--- config.mk ---
export PLATFORM = sky130hd
export DESIGN_NAME = aggr_seq
export DESIGN_NICKNAME = d
export VERILOG_FILES = /design/src/rtl/aggr_seq.sv
export SDC_FILE = /design/constraint.sdc
export NUM_CORES = 1
export LEC_CHECK = 0
export CAP_MARGIN = 20
export CORE_MARGIN = 3
export CORE_UTILIZATION = 45
export CTS_BUF_LIST = sky130_fd_sc_hd__clkbuf_8
export DETAILED_ROUTE_END_ITERATION = 16
export GPL_ROUTABILITY_DRIVEN = 0
export PLACE_DENSITY = 0.79
export SLEW_MARGIN = 40
export SYNTH_ARGS = -nofsm -noshare
export SYNTH_HDL_FRONTEND = slang
export SYNTH_SLANG_ARGS = --single-unit
--- constraint.sdc ---
create_clock -name clk -period 4 [get_ports clk]
set_input_delay 0.8 -clock clk [delete_from_list [all_inputs] [get_ports clk]]
set_output_delay 0.8 -clock clk [all_outputs]
set_load 0.05 [all_outputs]
--- src/rtl/aggr_seq.sv ---
// aggr_seq: sequential GNN neighbour aggregator.
// Takes one batch of node feature vectors and an adjacency matrix. For each
// destination node it reduces the features of its source nodes, either by
// sum or by unsigned max. One source node is processed per clock.
// Ports:
//   clk, rst_n        clock, synchronous active-low reset
//   in_valid/in_ready batch handshake for x_in, adj_in, mode_max
//   x_in              node n, feature f at bit (n*NUM_FEAT+f)*AGGR_IN_SIZE
//   adj_in            bit d*NUM_NODES+s set: dest d aggregates source s
//   mode_max          0 = sum, 1 = unsigned max
//   out_valid/out_ready result handshake for x_aggr
//   x_aggr            same packing as x_in, AGGR_OUT_SIZE bits per element
module aggr_seq #(
  parameter int unsigned NUM_NODES     = 4,
  parameter int unsigned NUM_FEAT      = 4,
  parameter int unsigned AGGR_IN_SIZE  = 5,
  localparam int unsigned AGGR_OUT_SIZE = AGGR_IN_SIZE + $clog2(NUM_NODES)
) (
  input  logic                                          clk,
  input  logic                                          rst_n,
  input  logic                                          in_valid,
  output logic                                          in_ready,
  input  logic [NUM_NODES*NUM_FEAT*AGGR_IN_SIZE-1:0]    x_in,
  input  logic [NUM_NODES*NUM_NODES-1:0]                adj_in,
  input  logic                                          mode_max,
  output logic                                          out_valid,
  input  logic                                          out_ready,
  output logic [NUM_NODES*NUM_FEAT*AGGR_OUT_SIZE-1:0]   x_aggr
);

  localparam int unsigned SRC_W = $clog2(NUM_NODES);
  localparam int unsigned ROW_W = NUM_FEAT * AGGR_IN_SIZE;
  localparam int unsigned X_W   = NUM_NODES * ROW_W;
  localparam int unsigned ADJ_W = NUM_NODES * NUM_NODES;
  localparam int unsigned ACC_W = NUM_NODES * NUM_FEAT * AGGR_OUT_SIZE;

  typedef enum logic [1:0] {
    IDLE  = 2'd0,
    ACCUM = 2'd1,
    DONE  = 2'd2
  } state_e;

  state_e             state_q, state_d;
  logic [SRC_W-1:0]   src_q, src_d;
  logic [X_W-1:0]     x_q, x_d;
  logic [ADJ_W-1:0]   adj_q, adj_d;
  logic               mode_q, mode_d;
  logic [ACC_W-1:0]   acc_q, acc_d;
  logic [ACC_W-1:0]   aggr_q, aggr_d;
  logic               in_ready_q, in_ready_d;
  logic               out_valid_q, out_valid_d;

  // Current source row and adjacency column, selected by src_q
  logic [ROW_W-1:0]     src_row;
  logic [NUM_NODES-1:0] adj_col;
  logic [AGGR_OUT_SIZE-1:0] cur;
  logic [AGGR_OUT_SIZE-1:0] xv;

  // State register
  always_ff @(posedge clk) begin
    if (!rst_n) begin
      state_q     <= IDLE;
      src_q       <= '0;
      x_q         <= '0;
      adj_q       <= '0;
      mode_q      <= 1'b0;
      acc_q       <= '0;
      aggr_q      <= '0;
      in_ready_q  <= 1'b1;
      out_valid_q <= 1'b0;
    end else begin
      state_q     <= state_d;
      src_q       <= src_d;
      x_q         <= x_d;
      adj_q       <= adj_d;
      mode_q      <= mode_d;
      acc_q       <= acc_d;
      aggr_q      <= aggr_d;
      in_ready_q  <= in_ready_d;
      out_valid_q <= out_valid_d;
    end
  end

  // Next-state, accumulation and registered handshake outputs
  always_comb begin
    state_d = state_q;
    src_d   = src_q;
    x_d     = x_q;
    adj_d   = adj_q;
    mode_d  = mode_q;
    acc_d   = acc_q;
    aggr_d  = aggr_q;
    src_row = '0;
    adj_col = '0;
    cur     = '0;
    xv      = '0;

    // Constant-index mux keeps every select statically bounded
    for (int unsigned s = 0; s < NUM_NODES; s++) begin
      if (src_q == SRC_W'(s)) begin
        src_row = x_q[s*ROW_W +: ROW_W];
        for (int unsigned d = 0; d < NUM_NODES; d++) begin
          adj_col[d] = adj_q[d*NUM_NODES + s];
        end
      end
    end

    unique case (state_q)
      IDLE: begin
        if (in_valid) begin
          x_d     = x_in;
          adj_d   = adj_in;
          mode_d  = mode_max;
          acc_d   = '0;
          src_d   = '0;
          state_d = ACCUM;
        end
      end
      ACCUM: begin
        for (int unsigned d = 0; d < NUM_NODES; d++) begin
          for (int unsigned f = 0; f < NUM_FEAT; f++) begin
            if (adj_col[d]) begin
              cur = acc_q[(d*NUM_FEAT+f)*AGGR_OUT_SIZE +: AGGR_OUT_SIZE];
              xv  = AGGR_OUT_SIZE'(src_row[f*AGGR_IN_SIZE +: AGGR_IN_SIZE]);
              if (mode_q) begin
                acc_d[(d*NUM_FEAT+f)*AGGR_OUT_SIZE +: AGGR_OUT_SIZE] = (xv > cur) ? xv : cur;
              end else begin
                acc_d[(d*NUM_FEAT+f)*AGGR_OUT_SIZE +: AGGR_OUT_SIZE] = cur + xv;
              end
            end
          end
        end
        src_d = src_q + 1'b1;
        if (src_q == SRC_W'(NUM_NODES-1)) begin
          // Result is latched separately so x_aggr survives the next capture
          src_d   = '0;
          aggr_d  = acc_d;
          state_d = DONE;
        end
      end
      DONE: begin
        if (out_ready) begin
          state_d = IDLE;
        end
      end
      default: state_d = IDLE;
    endcase

    in_ready_d  = (state_d == IDLE);
    out_valid_d = (state_d == DONE);
  end

  assign in_ready  = in_ready_q;
  assign out_valid = out_valid_q;
  assign x_aggr    = aggr_q;

endmodule
# After elaboration in Yosys (flattened, before gate mapping)
# Cells that the tools add are included.
[op_classes]
addsub = 17
n_eq_ne = 7
order_cmp = 16
reduce_logical = 7
muxes = 65
[op_table]
columns = ["op", "n"]
rows = [
  ["$mux W7", 48],
  ["$pmux W112 S2", 1],
  ["$add A7 B5 Y7", 16],
  ["$gt A5 B7 Y1", 16],
  ["$mux W112", 1],
  ["$mux W20", 4],
  ["$mux W4", 4],
  ["$mux W2", 5],
  ["$eq A2 B2 Y1 const B", 4],
  ["$logic_not A2 Y1", 3],
  ["$pmux W2 S3", 1],
  ["$reduce_and A2 Y1", 3],
  ["$eq A2 B1 Y1 const B", 2],
  ["$pmux W2 S2", 1],
  ["$add A2 B1 Y2 const B", 1],
  ["$ne A2 B2 Y1 const B", 1],
  ["$reduce_bool A2 Y1", 1],
]
[totals]
out_inout_bits = 114
reg_bits = 327

# Logic depth before layout (Yosys ltp)
[depth]
word_depth = 10
ltp_mapped = 17
mapped_depth_nobuf = 14

# Worst setup path after synthesis
# No wires, ideal clock.
[synth_timing]
path_type = "register -> register"
startpoint = "register src_q[0]"
endpoint = "register aggr_q[53], in the netlist x_aggr[53]"
path_stages_with_launch = 14
required_time_ns = 3.883
slack_ns = -0.123
setup_ns = 0.117
arrival_ns = 4.005
cell_sequence = "dfxtp_1 -> inv_1 -> ha_1 -> buf_2 -> buf_2 -> nand3b_1 -> a31oi_1 -> ha_1 -> nor3b_1 -> o31a_1 -> o21ai_0 -> a21oi_2 -> o21a_1 -> a32o_1"
[synth_via]
elab_chain_cells = 9
elab_cells_between_ends = 18
classes_between = "add/sub: 1; order compare: 1; eq/ne: 3; mux: 11; reduce/logical: 2"
[synth_lines]
columns = ["element", "line_no", "text"]
rows = [
  ["from (decl)", "44", "logic [SRC_W-1:0] src_q, src_d;"],
  ["from (signal assigned)", "73", "src_q <= src_d;"],
  ["$logic_not A2 Y1", "100", "if (src_q == SRC_W'(s)) begin"],
  ["$mux W20 (4 in series)", "100", ""],
  ["$gt A5 B7 Y1", "126", "acc_d[(d*NUM_FEAT+f)*AGGR_OUT_SIZE +: AGGR_OUT_SIZE] = (xv > cur) ? xv : cur;"],
  ["$mux W7", "126", ""],
  ["$mux W7", "125", "if (mode_q) begin"],
  ["$mux W7", "122", "if (adj_col[d]) begin"],
  ["to (signal assigned)", "78", "aggr_q <= aggr_d;"],
  ["to (decl)", "49", "logic [ACC_W-1:0] aggr_q, aggr_d;"],
]
# Several ways; a longest one is shown, not always the timed one.
# A chain may end at the register's enable or synchronous reset.

# Worst setup path after layout
[layout_timing]
startpoint = "register src_q[1]"
endpoint = "register acc_q[59]"
[layout_via]
elab_chain_cells = 10
elab_cells_between_ends = 18
classes_between = "add/sub: 1; order compare: 1; eq/ne: 3; mux: 12; reduce/logical: 1"
[layout_lines]
columns = ["element", "line_no", "text"]
rows = [
  ["$logic_not A2 Y1", "100", ""],
  ["$mux W20 (4 in series)", "100", ""],
  ["$gt A5 B7 Y1", "126", ""],
  ["$mux W7", "126", ""],
  ["$mux W7", "125", ""],
  ["$mux W7 (*)", "122", ""],
  ["$pmux W112 S2 (*)", "108", "unique case (state_q)"],
  ["to (signal assigned)", "67", "acc_q <= '0;"],
  ["to (signal assigned)", "77", "acc_q <= acc_d;"],
  ["to (decl)", "48", "logic [ACC_W-1:0] acc_q, acc_d;"],
]
# Mark *: on every way between the ends. The rest lies on a longest branch, timed or not.

==> impl_metrics.csv <==
group,metric,value,unit
status,outcome,"complete, no violations",
final_layout,final_cell_count_no_fill,3275,
timing,hold_viol,0,
clocking,clock_sink_count,327,
die,placement_rows,76,
worst_hold_path,hp-start,"x_aggr[85]",
worst_setup_path,slowest_cell_on_the_critical_path,"sky130_fd_sc_hd__o21ai_1",
grt,first_pass_grt_wire_length,108,mm
worst_setup_path,critical-path-max-stage-delay,0.73,ns
run,drv.max_cap_violation_count,0,
clocking,clk_transition_reported_paths,0.07,ns
yosys,yosys.cell_types.count,97,
yosys,netlist_instances,2432,
die,ios,215,
clocking,cts-buffers-inserted,56,
die,start_util,46.2,%
route,via_count,20400,
timing,finalWorstSetupSlack,0.115,ns
timing,setup_tns,0,ns
worst_setup_path,crit_chain,"ha_2 > buf_4 > buf_4 > nor2b_1 > o21ai_0 > and2_2 > ha_1 > nor4bb_2 > o31a_1 > o21ai_1 > o211ai_1 > a311oi_1 > o311a_1",
route,remaining_drc_errors,0,
placed_design,dpl.cell_count,3170,
clocking,cts_tree,"done",
power_and_ir_drop,vdd.ir_drop.worst,0.234,mV
yosys,synth.top_cells.by_count,"364 x sky130_fd_sc_hd__nand2_1, 327 x sky130_fd_sc_hd__dfxtp_1, 261 x sky130_fd_sc_hd__a21oi_1",
worst_hold_path,hold_class,"flip-flop to flip-flop",
die,coreArea,43600,um2
route,route.antenna.remaining_nets,0,
final_layout,drive_above_1_share,9.71,%
clocking,worst_skew_pair.late_latency,0.67,ns
grt,groute.layer.met3.usage,6.58,%
grt,initial_antenna_violation_count,1,
route,routedWlPerCell,21.2,um
route,dr.first_iter.drc_count,2254,
placed_design,detailedPlace.worstSlack,0.0319,ns
yosys,synth_most_common_cell,"sky130_fd_sc_hd__nand2_1",
worst_setup_path,critPathBufInv,2,
yosys,synth_warnings,0,
yosys,synth-seq-cells,327,
yosys,synth-seq-area-share,32.5,%
final_layout,area_delta_synth_final,21.6,%
yosys,synth_edf_count,0,
grt,grt_overflow,0,
placed_design,place.detailed.hpwl,49.8,mm
grt,grt_start_max_net_pins,109,
worst_setup_path,critPathKind,"flip-flop to flip-flop",
route,drt-total-wl,69.6,mm
power_and_ir_drop,power_density,379,nW/um2
placed_design,portBuffers,214,
yosys,syn-num-nets,2738,
yosys,yosys-top-cells-area,"sky130_fd_sc_hd__dfxtp_1 32%, sky130_fd_sc_hd__ha_1 12%, sky130_fd_sc_hd__nand2_1 6.8%",
timing,min_period,3.88,ns
yosys,synth-main-ff-cell,"sky130_fd_sc_hd__dfxtp_1",
worst_setup_path,worst_path_most_repeated_cell,"sky130_fd_sc_hd__buf_4",
timing,final_max_slew_viol_count,0,
worst_setup_path,timing.critical_path.required,4.60,ns
grt,met2_usage,44.7,%
yosys,synth_top_area_cell,"sky130_fd_sc_hd__dfxtp_1",
timing,layout_worst_path_cycle_share,97.1,%
worst_setup_path,crit_path_max_fanout,20,
worst_setup_path,setup.worst_path.end_class,"flip-flop",
clocking,ctsLongestPathBuffers,3,
clocking,cts.htree.levels,2,
die,fp.dieArea,47400,um2
die,fp.dieW,218,um
timing,fmax,0.257,GHz
yosys,syn-mean-instance-area,8.29,um2
final_layout,fillers,3799,
die,die_h,218,um
worst_setup_path,critical_path_arrival,4.49,ns
grt,global_route_usage_over_all_layers,28.5,%
timing,relSlewSlack,38.1,%
worst_setup_path,critical_path.startpoint_type,"flip-flop",
timing,fin_clk_skew,0.0354,ns
worst_setup_path,worst_setup_path_startpoint,"src_q[1]",
yosys,netlist_area,20200,um2
timing,worst-slew-pin-transition,0.922,ns
clocking,cts-root-buf,"sky130_fd_sc_hd__clkbuf_8",
grt,via_count_of_the_first_global_routing_pass,19900,
worst_setup_path,reg2reg_from,"src_q[1]",
yosys,post-synth-top-area-fraction,32.5,%
grt,gr_met1_demand_resource,36.5,%
timing,setup_violations,0,
worst_setup_path,worst_path_dominant_cell_family,"compound AO/OA/AOI/OAI gates",
final_layout,finalNetCount,2952,
power_and_ir_drop,post-layout-total-power,9.30,mW
route,drt_first_pass_iters,9,
grt,grt_busiest_layer,"met2",
yosys,synthArstFlopShare,0,%
route,post_drt_via_cell_ratio,6.23,
power_and_ir_drop,p_leak,9.58,nW
==> worst min-delay path: stages, from the launching register on <==
cell and delay, ns:
sky130_fd_sc_hd__dfxtp_1 0.31, sky130_fd_sc_hd__nand3_1 0.06, sky130_fd_sc_hd__nand2_1 0.05
==> report_power, final <==
| group | switching, mW | internal (mW) |
|---|---|---|
| Combinational | 1.49 | 0.916 |
| Sequential | 0.103 | 3.36 |
| Clock | 1.47 | 1.95 |
| Total | 3.07 | 6.23 |
==> cell families (layout without fill, tap and decap cells) <==
| group | after synthesis | in the layout | share of synthesized area, % |
|---|---|---|---|
| compound gates | 810 | 810 | 27.1 |
| simple gates | 747 | 747 | 18.0 |
| flops | 327 | 327 | 32.5 |
| buf+inv | 254 | 511 | 5.13 |
| fa+ha+maj | 205 | 205 | 13.3 |
| xor+xnor | 60 | 60 | 2.61 |
| mux | 29 | 29 | 1.48 |
| other cells | 0 | 1 | 0 |
==> layer usage <==
metal	share of wire [%]	vias up	wire, um
li1	-	9256	-
met1	39	9606	27400
met2	44	1250	30300
met3	11	278	7840
met4	5.8	2	4040
met5	0.019	-	13
==> through the flow <==
| step | hold WS, ns | util (%) | area (um2) |
|---|---|---|---|
| after floorplan | 0.431 | - | 20200 |
| after global placement | 0.440 | 53.1 | 23200 |
| after detailed placement | 0.440 | 53.1 | 23200 |
| after CTS | 0.454 | 56.0 | 24400 |
| after global routing | 0.467 | 56.2 | 24500 |
| final | 0.455 | 56.2 | 24500 |
==> final timing paths <==
check,cells past startpoint,slack (ns),endpoint
worst min-delay path,2,0.45,x_aggr[85]
worst max register to register,13,0.12,acc_q[59]
worst min register to register,2,0.45,x_aggr[85]
worst max-delay path,13,0.12,acc_q[59]
==> final cells by class <==
class	count	area, um2	area share [%]
Multi-Input combinational cell	1851	12700	51.9
Sequential cell	327	6550	26.7
Timing Repair Buffer	296	2820	11.5
Clock buffer	73	1000	4.10
Tap cell	585	732	2.98
Inverter	114	430	1.75
Clock inverter	28	256	1.05
Antenna cell	1	2.50	0.0102
==> layout by cell type (no fill, tap or decap), drive strengths merged, types with 10 or more instances in the layout <==
master         Yosys  final
nand2b            37     37
o31a              12     12
clkinv             0     10
xnor2             41     41
a211oi            23     23
mux2i             23     23
o221ai            27     27
o21a              16     16
a31oi             38     38
nor2b             41     41
o22a              11     11
nor3b             22     22
buf               44     83
dfxtp            327    327
and3              11     11
ha               189    189
nand2            366    366
nand3             42     42
nand3b            31     31
a21o              20     20
a22o              28     28
nor3              30     30
o211ai            29     29
o21ai            144    144
a32o              16     16
clkbuf            96     73
fa                16     16
nor2             101    101
xor2              19     19
a21oi            268    268
clkdlybuf4s50      0    213
o22ai             42     42
or3               15     15
a221oi            11     11
inv              114    125
==> state kept, by name, summed over array words and instances, names as in the netlist <==
register   count
acc_q        112
adj_q         16
in_ready       1
mode_q         1
out_valid      1
src_q          2
state_q        2
x_aggr       112
x_q           80
==> what timing repair did <==
| item | in CTS | in global routing |
|---|---|---|
| endpoints found under the hold margin | 0 | 0 |
| setup buffers | 0 | 3 |
| endpoints found under the setup margin | 0 | 70 |
| resized for setup | 0 | 16 |
| hold buffers | 0 | 0 |
Note: power is estimated with default switching activity, not from simulation.
